`src/rtl/dram_wbl_write_ctrl_if.sv`:
```
// -----------------------------------------------------------------------------
// dram_wbl_write_ctrl_if
//
// Bundles the signals between the write sequencer, the upstream key/S-box
// init stage and the DRAM CIM macro.
//
//   Request side (driven by the master, the upstream init stage):
//     IO_EN     write request pulse
//     ADDR      6-bit row address, captured with IO_EN
//     WBL_BUS   16 x 64-bit bitline words, bank b at [64b+63:64b]
//   Sequencer side (driven by the slave, dram_wbl_write_ctrl):
//     wr_done   one-cycle pulse when the full row has been written
//     BUSY      sequencer not idle
//     ROW_ADDR  latched row address to the macro
//     BANK_SEL  bank currently being written
//     WBL_OUT   bitline write data for BANK_SEL
//     WBL_EN    bitline drivers enabled
//     WL_EN     word-line enable
// -----------------------------------------------------------------------------
interface dram_wbl_write_ctrl_if;
  logic          IO_EN;
  logic [5:0]    ADDR;
  logic [1023:0] WBL_BUS;

  logic          wr_done;
  logic          BUSY;
  logic [5:0]    ROW_ADDR;
  logic [3:0]    BANK_SEL;
  logic [63:0]   WBL_OUT;
  logic          WBL_EN;
  logic          WL_EN;

  modport master (
    output IO_EN, ADDR, WBL_BUS,
    input  wr_done, BUSY, ROW_ADDR, BANK_SEL, WBL_OUT, WBL_EN, WL_EN
  );

  modport slave (
    input  IO_EN, ADDR, WBL_BUS,
    output wr_done, BUSY, ROW_ADDR, BANK_SEL, WBL_OUT, WBL_EN, WL_EN
  );
endinterface

```
`src/rtl/dram_wbl_write_ctrl.sv`:
```
// -----------------------------------------------------------------------------
// dram_wbl_write_ctrl
//
// Write sequencer between the key/S-box init stage and the DRAM CIM macro.
// One IO_EN pulse in IDLE captures a row address and 16 x 64-bit bitline
// words. The words are then driven bank by bank (0..15); every bank goes
// through SETUP (bitlines driven, T_SU cycles), PULSE (word line high, T_WL
// cycles) and HOLD (bitlines held, T_HD cycles). After bank 15 a DONE state
// produces a single-cycle wr_done and the block returns to IDLE.
//
// Parameters:
//   T_SU  bitline setup cycles before word-line rise   (1..15)
//   T_WL  word-line high cycles                        (1..15)
//   T_HD  bitline hold cycles after word-line fall     (1..15)
//
// Ports:
//   CLK     clock, rising edge
//   RSTn    asynchronous active-low reset
//   bus     dram_wbl_write_ctrl_if.slave (request inputs, macro-side outputs)
//   WR_ERR  sticky protocol error, present only when DRAM_WR_ERR_EN is defined
//
// Optional feature macro: DRAM_WR_ERR_EN
//   Defined   : WR_ERR is set by IO_EN arriving while BUSY and stays set
//               until RSTn. The request itself is still ignored.
//   Undefined : no WR_ERR port, IO_EN while busy is silently dropped.
//
// Timing for a request sampled at edge E0 (T = T_SU + T_WL + T_HD):
//   bank b word line high from E0+b*T+T_SU to E0+b*T+T_SU+T_WL,
//   wr_done during the cycle after edge E0+16T, IDLE again at E0+16T+1.
// -----------------------------------------------------------------------------
module dram_wbl_write_ctrl #(
  parameter int T_SU = 2,
  parameter int T_WL = 4,
  parameter int T_HD = 2
) (
  input  logic                   CLK,
  input  logic                   RSTn,
  dram_wbl_write_ctrl_if.slave   bus
`ifdef DRAM_WR_ERR_EN
  ,
  output logic                   WR_ERR
`endif
);

  localparam int NUM_BANKS = 16;
  localparam int WORD_W    = 64;

  // Terminal phase counts: the counter runs 0..T_x-1 inside each phase.
  localparam logic [3:0] SU_LAST   = 4'(T_SU - 1);
  localparam logic [3:0] WL_LAST   = 4'(T_WL - 1);
  localparam logic [3:0] HD_LAST   = 4'(T_HD - 1);
  localparam logic [3:0] BANK_LAST = 4'(NUM_BANKS - 1);

  typedef enum logic [2:0] {
    S_IDLE  = 3'd0,
    S_SETUP = 3'd1,
    S_PULSE = 3'd2,
    S_HOLD  = 3'd3,
    S_DONE  = 3'd4
  } state_t;

  state_t             state_q, state_d;
  logic [3:0]         phase_q, phase_d;
  logic [3:0]         bank_q,  bank_d;
  logic [5:0]         addr_q,  addr_d;
  logic [WORD_W-1:0]  word_q [NUM_BANKS];
  logic [WORD_W-1:0]  word_d [NUM_BANKS];

  logic               capture;
  logic               active;

  // ---------------------------------------------------------------------------
  // Next-state, counters and capture
  // ---------------------------------------------------------------------------
  always_comb begin
    state_d = state_q;
    phase_d = phase_q + 4'd1;
    bank_d  = bank_q;
    addr_d  = addr_q;
    word_d  = word_q;
    capture = 1'b0;

    unique case (state_q)
      S_IDLE: begin
        phase_d = '0;
        if (bus.IO_EN) begin
          capture = 1'b1;
          bank_d  = '0;
          state_d = S_SETUP;
        end
      end

      S_SETUP: begin
        if (phase_q == SU_LAST) begin
          phase_d = '0;
          state_d = S_PULSE;
        end
      end

      S_PULSE: begin
        if (phase_q == WL_LAST) begin
          phase_d = '0;
          state_d = S_HOLD;
        end
      end

      S_HOLD: begin
        if (phase_q == HD_LAST) begin
          phase_d = '0;
          if (bank_q == BANK_LAST) begin
            state_d = S_DONE;
          end else begin
            // Bank (and therefore WBL_OUT) only advances on SETUP entry, so
            // data is stable through the whole word-line window.
            bank_d  = bank_q + 4'd1;
            state_d = S_SETUP;
          end
        end
      end

      S_DONE: begin
        phase_d = '0;
        state_d = S_IDLE;
      end

      default: begin
        phase_d = '0;
        state_d = S_IDLE;
      end
    endcase

    // Only an IDLE request loads the row; later bus changes are invisible.
    if (capture) begin
      addr_d = bus.ADDR;
      for (int i = 0; i < NUM_BANKS; i++) begin
        word_d[i] = bus.WBL_BUS[i*WORD_W +: WORD_W];
      end
    end
  end

  always_ff @(posedge CLK or negedge RSTn) begin
    if (!RSTn) begin
      state_q <= S_IDLE;
      phase_q <= '0;
      bank_q  <= '0;
      addr_q  <= '0;
      word_q  <= '{default: '0};
    end else begin
      state_q <= state_d;
      phase_q <= phase_d;
      bank_q  <= bank_d;
      addr_q  <= addr_d;
      word_q  <= word_d;
    end
  end

  // ---------------------------------------------------------------------------
  // Macro-side outputs, decoded from state so a reset drops them at once
  // ---------------------------------------------------------------------------
  assign active = (state_q == S_SETUP) || (state_q == S_PULSE) || (state_q == S_HOLD);

  assign bus.BUSY     = (state_q != S_IDLE);
  assign bus.wr_done  = (state_q == S_DONE);
  assign bus.WBL_EN   = active;
  assign bus.WL_EN    = (state_q == S_PULSE);
  assign bus.BANK_SEL = bank_q;
  assign bus.ROW_ADDR = addr_q;
  assign bus.WBL_OUT  = active ? word_q[bank_q] : '0;

`ifdef DRAM_WR_ERR_EN
  // ---------------------------------------------------------------------------
  // Sticky error: a request that arrives while any non-IDLE state is active
  // (DONE included) is dropped but remembered until reset.
  // ---------------------------------------------------------------------------
  logic err_q, err_d;

  always_comb begin
    err_d = err_q;
    if (bus.IO_EN && (state_q != S_IDLE)) begin
      err_d = 1'b1;
    end
  end

  always_ff @(posedge CLK or negedge RSTn) begin
    if (!RSTn) begin
      err_q <= 1'b0;
    end else begin
      err_q <= err_d;
    end
  end

  assign WR_ERR = err_q;
`endif

endmodule

```
`src/flat_wrapper.sv`:
```
// flat-port wrapper written by rule: the top's interface ports become plain ports
module dram_wbl_write_ctrl_flat 
#(
  parameter int T_SU = 2,
  parameter int T_WL = 4,
  parameter int T_HD = 2
)
  (CLK, RSTn, bus_IO_EN, bus_ADDR, bus_WBL_BUS, bus_wr_done, bus_BUSY, bus_ROW_ADDR, bus_BANK_SEL, bus_WBL_OUT, bus_WBL_EN, bus_WL_EN);
  dram_wbl_write_ctrl_if bus_i ();
  input  logic CLK;
  input  logic RSTn;
  input wire logic [$bits(bus_i.IO_EN)-1:0] bus_IO_EN;
  input wire logic [$bits(bus_i.ADDR)-1:0] bus_ADDR;
  input wire logic [$bits(bus_i.WBL_BUS)-1:0] bus_WBL_BUS;
  output wire logic [$bits(bus_i.wr_done)-1:0] bus_wr_done;
  output wire logic [$bits(bus_i.BUSY)-1:0] bus_BUSY;
  output wire logic [$bits(bus_i.ROW_ADDR)-1:0] bus_ROW_ADDR;
  output wire logic [$bits(bus_i.BANK_SEL)-1:0] bus_BANK_SEL;
  output wire logic [$bits(bus_i.WBL_OUT)-1:0] bus_WBL_OUT;
  output wire logic [$bits(bus_i.WBL_EN)-1:0] bus_WBL_EN;
  output wire logic [$bits(bus_i.WL_EN)-1:0] bus_WL_EN;
  assign bus_i.IO_EN = bus_IO_EN;
  assign bus_i.ADDR = bus_ADDR;
  assign bus_i.WBL_BUS = bus_WBL_BUS;
  assign bus_wr_done = bus_i.wr_done;
  assign bus_BUSY = bus_i.BUSY;
  assign bus_ROW_ADDR = bus_i.ROW_ADDR;
  assign bus_BANK_SEL = bus_i.BANK_SEL;
  assign bus_WBL_OUT = bus_i.WBL_OUT;
  assign bus_WBL_EN = bus_i.WBL_EN;
  assign bus_WL_EN = bus_i.WL_EN;
  dram_wbl_write_ctrl #(.T_SU(T_SU), .T_WL(T_WL), .T_HD(T_HD)) u_core (.CLK(CLK), .RSTn(RSTn), .bus(bus_i));
endmodule
```
`config.mk`:
```
export PLATFORM = sky130hd
export DESIGN_NAME = dram_wbl_write_ctrl_flat
export DESIGN_NICKNAME = d
export VERILOG_FILES = /design/src/rtl/dram_wbl_write_ctrl_if.sv /design/src/rtl/dram_wbl_write_ctrl.sv /design/src/flat_wrapper.sv
export SDC_FILE = /design/constraint.sdc
export NUM_CORES = 2
export LEC_CHECK = 0
export BUFFER_PORTS_ARGS = -buffer_cell sky130_fd_sc_hd__buf_2
export CAP_MARGIN = 25
export CORE_AREA = 2 2 438 440
export CTS_CLUSTER_DIAMETER = 150
export CTS_CLUSTER_SIZE = 14
export DETAILED_ROUTE_END_ITERATION = 6
export DIE_AREA = 0 0 440 442
export GPL_TIMING_DRIVEN = 0
export SYNTH_ARGS = -nofsm -noshare
export SYNTH_HDL_FRONTEND = slang
export SYNTH_SLANG_ARGS = --single-unit
```
`constraint.sdc`:
```
create_clock -name CLK -period 2.35 [get_ports CLK]
set_input_delay 0 -clock CLK [delete_from_list [all_inputs] [get_ports CLK]]
set_output_delay 0 -clock CLK [all_outputs]
set_load 0.02 [all_outputs]
```
# After elaboration in Yosys (flattened, before gate mapping)
# Index checks and enable logic that the tools add are counted.
# word_totals
input_bits,1033
regBits,1041
ram_bits,0
romBits,0
wordCells,63
memories,0
latchBits,0
# classes
bitwise_logic,1
n_div,0
n_eq_ne,12
magnitude_cmp,1
n_reduce_logical,8
shift,0
muxes,19
add_sub_neg,2
multipliers,0
# ops
cell,count
64-bit binary-select mux with 4-bit select,1
64-bit two-way mux,3
4-bit two-way mux,5
4-bit one-hot mux with 2 select lines,2
3-bit two-way mux,5
3-bit one-hot mux with 4 select lines,1
"4-bit by 1-bit adder with 4-bit output, second input constant",2
4-bit AND reduction,2
"3-bit by 2-bit equality test with 1-bit output, second input constant",2
"2-bit by 1-bit inequality test with 1-bit output, second input constant",3
"5-bit greater-or-equal comparator, second input constant",1
4-bit inverter with 5-bit output,1
"4-bit by 1-bit equality test with 1-bit output, second input constant",1
"4-bit by 2-bit equality test with 1-bit output, second input constant",1
"4-bit equality test, second input constant",1
"2-bit inequality test, second input constant",2
"3-bit by 1-bit equality test with 1-bit output, second input constant",1
"3-bit equality test, second input constant",1
3-bit zero test,1
3-bit nonzero test,1
1-bit logical OR,2
1-bit two-way mux,2
2-bit nonzero test,1
2-bit OR reduction,1

# Longest topological paths before layout
# logic_depth
word_depth,5
mapped_depth,7
depth_no_buf,5

# Worst setup path before layout
# No wires, ideal clock.
# synth_path
kind,flip-flop to output port
startpoint,register u_core.bank_q[0] (netlist: u_core.bus.BANK_SEL[0])
endpoint,output bus_WBL_OUT[10]
setup_slack_ps,417
n_path_buf,3
path_stages_with_launch,7
t_arrival_ps,1933
path_cell_list,dfrtp_1 > buf_2 > buf_2 > buf_2 > mux4_2 > nand3_1 > nand4_1
# synth_between
elab_chain_len,5
# synth_rtl
element,line_no,text
"start, declared",dram_wbl_write_ctrl.sv:64,"logic [3:0] bank_q, bank_d;"
"start signal, assigned",dram_wbl_write_ctrl.sv:151,bank_q <= bank_d;
4-bit inverter with 5-bit output (implied by the code),dram_wbl_write_ctrl.sv:168,assign bus.WBL_OUT = active ? word_q[bank_q] : '0;
64-bit binary-select mux with 4-bit select,dram_wbl_write_ctrl.sv:168,
64-bit two-way mux (implied by the code) (2 in series),dram_wbl_write_ctrl.sv:168,
64-bit two-way mux,dram_wbl_write_ctrl.sv:168,
"end, declared",flat_wrapper.sv:19,output wire logic [$bits(bus_i.WBL_OUT)-1:0] bus_WBL_OUT;
# Every way passes these cells. The select of a mux whose other input is x is not followed.

# Worst setup path after layout
# layout_path
startpoint,register u_core.bank_q[0] (netlist: u_core.bus.BANK_SEL[0])
endpoint,output bus_WBL_OUT[2]
# The elaborated chain is that of the path after synthesis.

==> reports/qor.txt <==
CP top delay family -> buffers and inverters
Period utilization -> 1.29
I/O pin count -> 1,111
Via/cell ratio -> 5.13
Initial antenna violation count -> 130
Die Y -> 442 um
Worst Path Arrival -> 3020 ps
Sw power -> 38,400 uW
Net Sw Frac -> 0.430
Multiplexer area fraction after synthesis -> 0.123
Area grow syn2layout -> 67.4%
Post-synthesis xor/xnor area fraction -> 0.000371
Skew-Pair Late Insertion Delay -> 770 ps
Routed wire length -> 311,000 um
Crit Path Class -> reg2out
Synth top area cells -> dfrtp_1 55%, nand2_1 25%, mux4_2 12%, nand4_1 2.5%, clkbuf_1 1.7%
WL met3 -> 33,400 um
Flop2flop setup slack -> 20 ps
Max_cap viols -> 0
Final Util -> 0.417
Clk pwr share -> 0.159
Number of enable flip-flop cells after synthesis -> 0
Area leader, netlist -> dfrtp_1
Int Power -> 50,800 uW
Simple-gate share of the synthesized area -> 0.289
RSZ-0062 raised after global routing -> yes
Fillers -> 17,700
Yosys cell types -> 38
Top-area cell type share of the netlist area -> 0.552
Comb pwr share -> 0.479
Reg clk slew, reported paths -> 70 ps
CTS H-tree depth -> 3
Sequential Power Share -> 0.362
First-pass GRT wire length -> 425,000 um
Top sig layer -> met5
Mapped Area -> 47,200 um2
Total CTS buffers -> 86
First drt pass iteration count -> 7
Slowest cell delay on critical path -> 520 ps
Pre-CTS setup slack -> -1260 ps
Largest net degree at the start of global routing -> 163
Max clock buf depth -> 3
Post-Syn Instances -> 5,125
Syn Area/Cell -> 9.21 um2
Final setup margin -> -675 ps
Die width -> 440 um
Initial core utilization -> 0.249
Register area -> 26,100 um2
TNS Setup -> -36,780 ps
Worst EP required -> 2350 ps
Endpoints failing setup -> 64
Core area -> 190,000 um2
Adder-Cell Fraction of Synth Area -> 0.00106
Tmin final -> 3020 ps
Peak supply drop -> 0.000612 V
Slew HR -> 0.370
Async SR Flop Fraction -> 1.00
Multi-input logic area -> 19,800 um2
Post-synthesis sequential area ratio -> 0.552
FMAX -> 331 MHz
Max-slew violations -> 0
Synthesized net count -> 6,162
YS warnings -> 0
DR WL/cell -> 28.9 um
LEAKAGE -> 0.0390 uW
Hold Crit Class -> in2reg
PwrDens -> 1130 nW/um2
Most frequent cell after synthesis -> nand2_1
Ys flop type -> dfrtp_1
Metal2 WL -> 143,000 um
I/O Buffers -> 1,110
Cells along the critical path -> buf_12 -> buf_16 -> buf_16 -> buf_12 -> mux4_2 -> nand4_1 -> nand4_1 -> buf_6
Share of layout cells above drive strength 1 -> 0.234
CP endpoint kind -> output pin
CTS tree -> yes
Detail Route Antenna Nets -> 0
Status -> finished with violations
Final Wtd Congestion -> 1.06
Clock root buffer master -> clkbuf_16
1st-iter DRT viols -> 6,557
#FFs+latches synth -> 1,041
Synth Area in Compound Gates -> 0.00151
Worst Tran Pin Value -> 944 ps
Vias in the first global route -> 57,100
Area of the die -> 194,000 um2
Startpoint Class -> flip-flop
Grt total ovfl -> 0
Clk_skew -> 44.2 ps
DRC -> 0
Layout Nets -> 9,169
Overall routing resource usage -> 0.312
Sum of routed wire segments on met1 -> 110,000 um
Sink Count -> 1,041
Fin cells -> 10,800
Vias -> 55,200
Crit path buf inv count -> 5
Post-Place Cells -> 8,772
Failing checks -> setup timing
Crit-path slowest cell -> mux4_2
Largest family of logic cells by synthesized area -> simple AND/OR/NAND/NOR gates
Core Rows -> 160
CP max FO -> 8
HPWL Detailed -> 217,000 um
Top post-synthesis cells by count -> 3,095 x nand2_1, 1,041 x dfrtp_1, 256 x mux4_2, 213 x clkbuf_1, 192 x nand4_1
Final Hold Fails -> 0
-- layout make-up --
cell class,count,share of cell area
sequential,1041,0.330
timing repair buffer,2923,0.314
multi-input combinational,3716,0.250
tap,2511,0.0398
buffer,358,0.0332
clock buffer,90,0.0284
antenna,108,0.00342
clock inverter,9,0.00142
inverter,6,0.000443
-- power by group through the flow --
| stage | Clock [uW] | Sequential, uW | Combinational, uW |
|---|---|---|---|
| 2_1_floorplan | 0 | 29500 | 20400 |
| 3_3_place_gp | 0 | 31800 | 34000 |
| 3_5_place_dp | 0 | 32000 | 34900 |
| 4_1_cts | 14300 | 31800 | 41200 |
| 5_1_grt | 14900 | 32800 | 45500 |
| 6_report | 14100 | 32300 | 42700 |
-- what timing repair did --
action	CTS	global route
pin swaps	43	44
hold buffers	1709	0
cloned	15	7
buffers inserted	48	15
hold endpoints to repair	1359	0
resized for setup	483	179
endpoints found under the setup margin	976	598
-- path summary, 6_finish.rpt --
kind | start | endpoint | cells past startpoint
setup / recovery | u_core.bus.BANK_SEL[0]$_DFFE_PN0P_ | bus_WBL_OUT[2] | 8
hold / removal | bus_WBL_BUS[869] | u_core.word_q[165]$_DFFE_PN0P_ | 4
setup reg to reg | u_core.state_q[0]$_DFFE_PN0P_ | u_core.word_q[44]$_DFFE_PN0P_ | 7
hold reg to reg | u_core.word_q[733]$_DFFE_PN0P_ | u_core.word_q[733]$_DFFE_PN0P_ | 2
max in group asynchronous | RSTn | u_core.word_q[676]$_DFFE_PN0P_ | 10
min in group asynchronous | RSTn | u_core.word_q[899]$_DFFE_PN0P_ | 9
-- layer usage --
layer | GRT usage | vias to the layer above
met2 | 0.492 | 4053
li1 | - | 22700
met4 | 0.210 | 38
met3 | 0.104 | 1326
met5 | 0.00918 | -
met1 | 0.359 | 27100
-- worst reg2reg max path, cell delays in order (launching register included) --
cell      delay [ps]
dfrtp_1          460
nor4b_4          290
buf_4            180
clkbuf_8         230
buf_12           220
clkbuf_2         310
nand2_1          390
nand2_1          190
-- state kept, by name (all words and copies together) (netlist names) --
| name | flops |
|---|---|
| u_core.bus.ROW_ADDR | 6 |
| u_core.phase_q | 4 |
| u_core.bus.BANK_SEL | 4 |
| u_core.word_q | 1024 |
| u_core.state_q | 3 |
-- per-stage QoR --
stage	hold slack, ps	total power, uW	instance area, um2
finish	37.2	89200	79000
floorplan	-296	50000	47200
detailed placement	-145	66900	56500
global placement	195	65900	55900
global route	7.90	93200	79000
CTS	0.631	87300	78400
-- layout by cell type, fill, tap and decap left out, types with 12 or more instances in the layout --
| master | count |
|---|---|
| buf_16 | 32 |
| clkbuf_4 | 30 |
| clkbuf_8 | 12 |
| nand3_2 | 20 |
| nand2_1 | 3092 |
| buf_4 | 63 |
| dfrtp_1 | 1038 |
| buf_12 | 45 |
| buf_6 | 74 |
| buf_2 | 1145 |
| dlygate4sd3_1 | 1702 |
| clkbuf_1 | 63 |
| clkbuf_16 | 96 |
| nand4_1 | 192 |
| nand3_1 | 106 |
| buf_8 | 17 |
| clkbuf_2 | 88 |
| mux4_2 | 256 |
| diode_2 | 108 |
-- logic make-up after synthesis --
family / Yosys count
and+or+nand+nor: 3440
adders and majority gates: 4
DFF: 1041
AOI/OAI and AO/OA: 10
buffers and inverters: 368
muxes: 260
xor gates and xnor gates: 2
No activity file was read; power rests on OpenSTA's default activity.
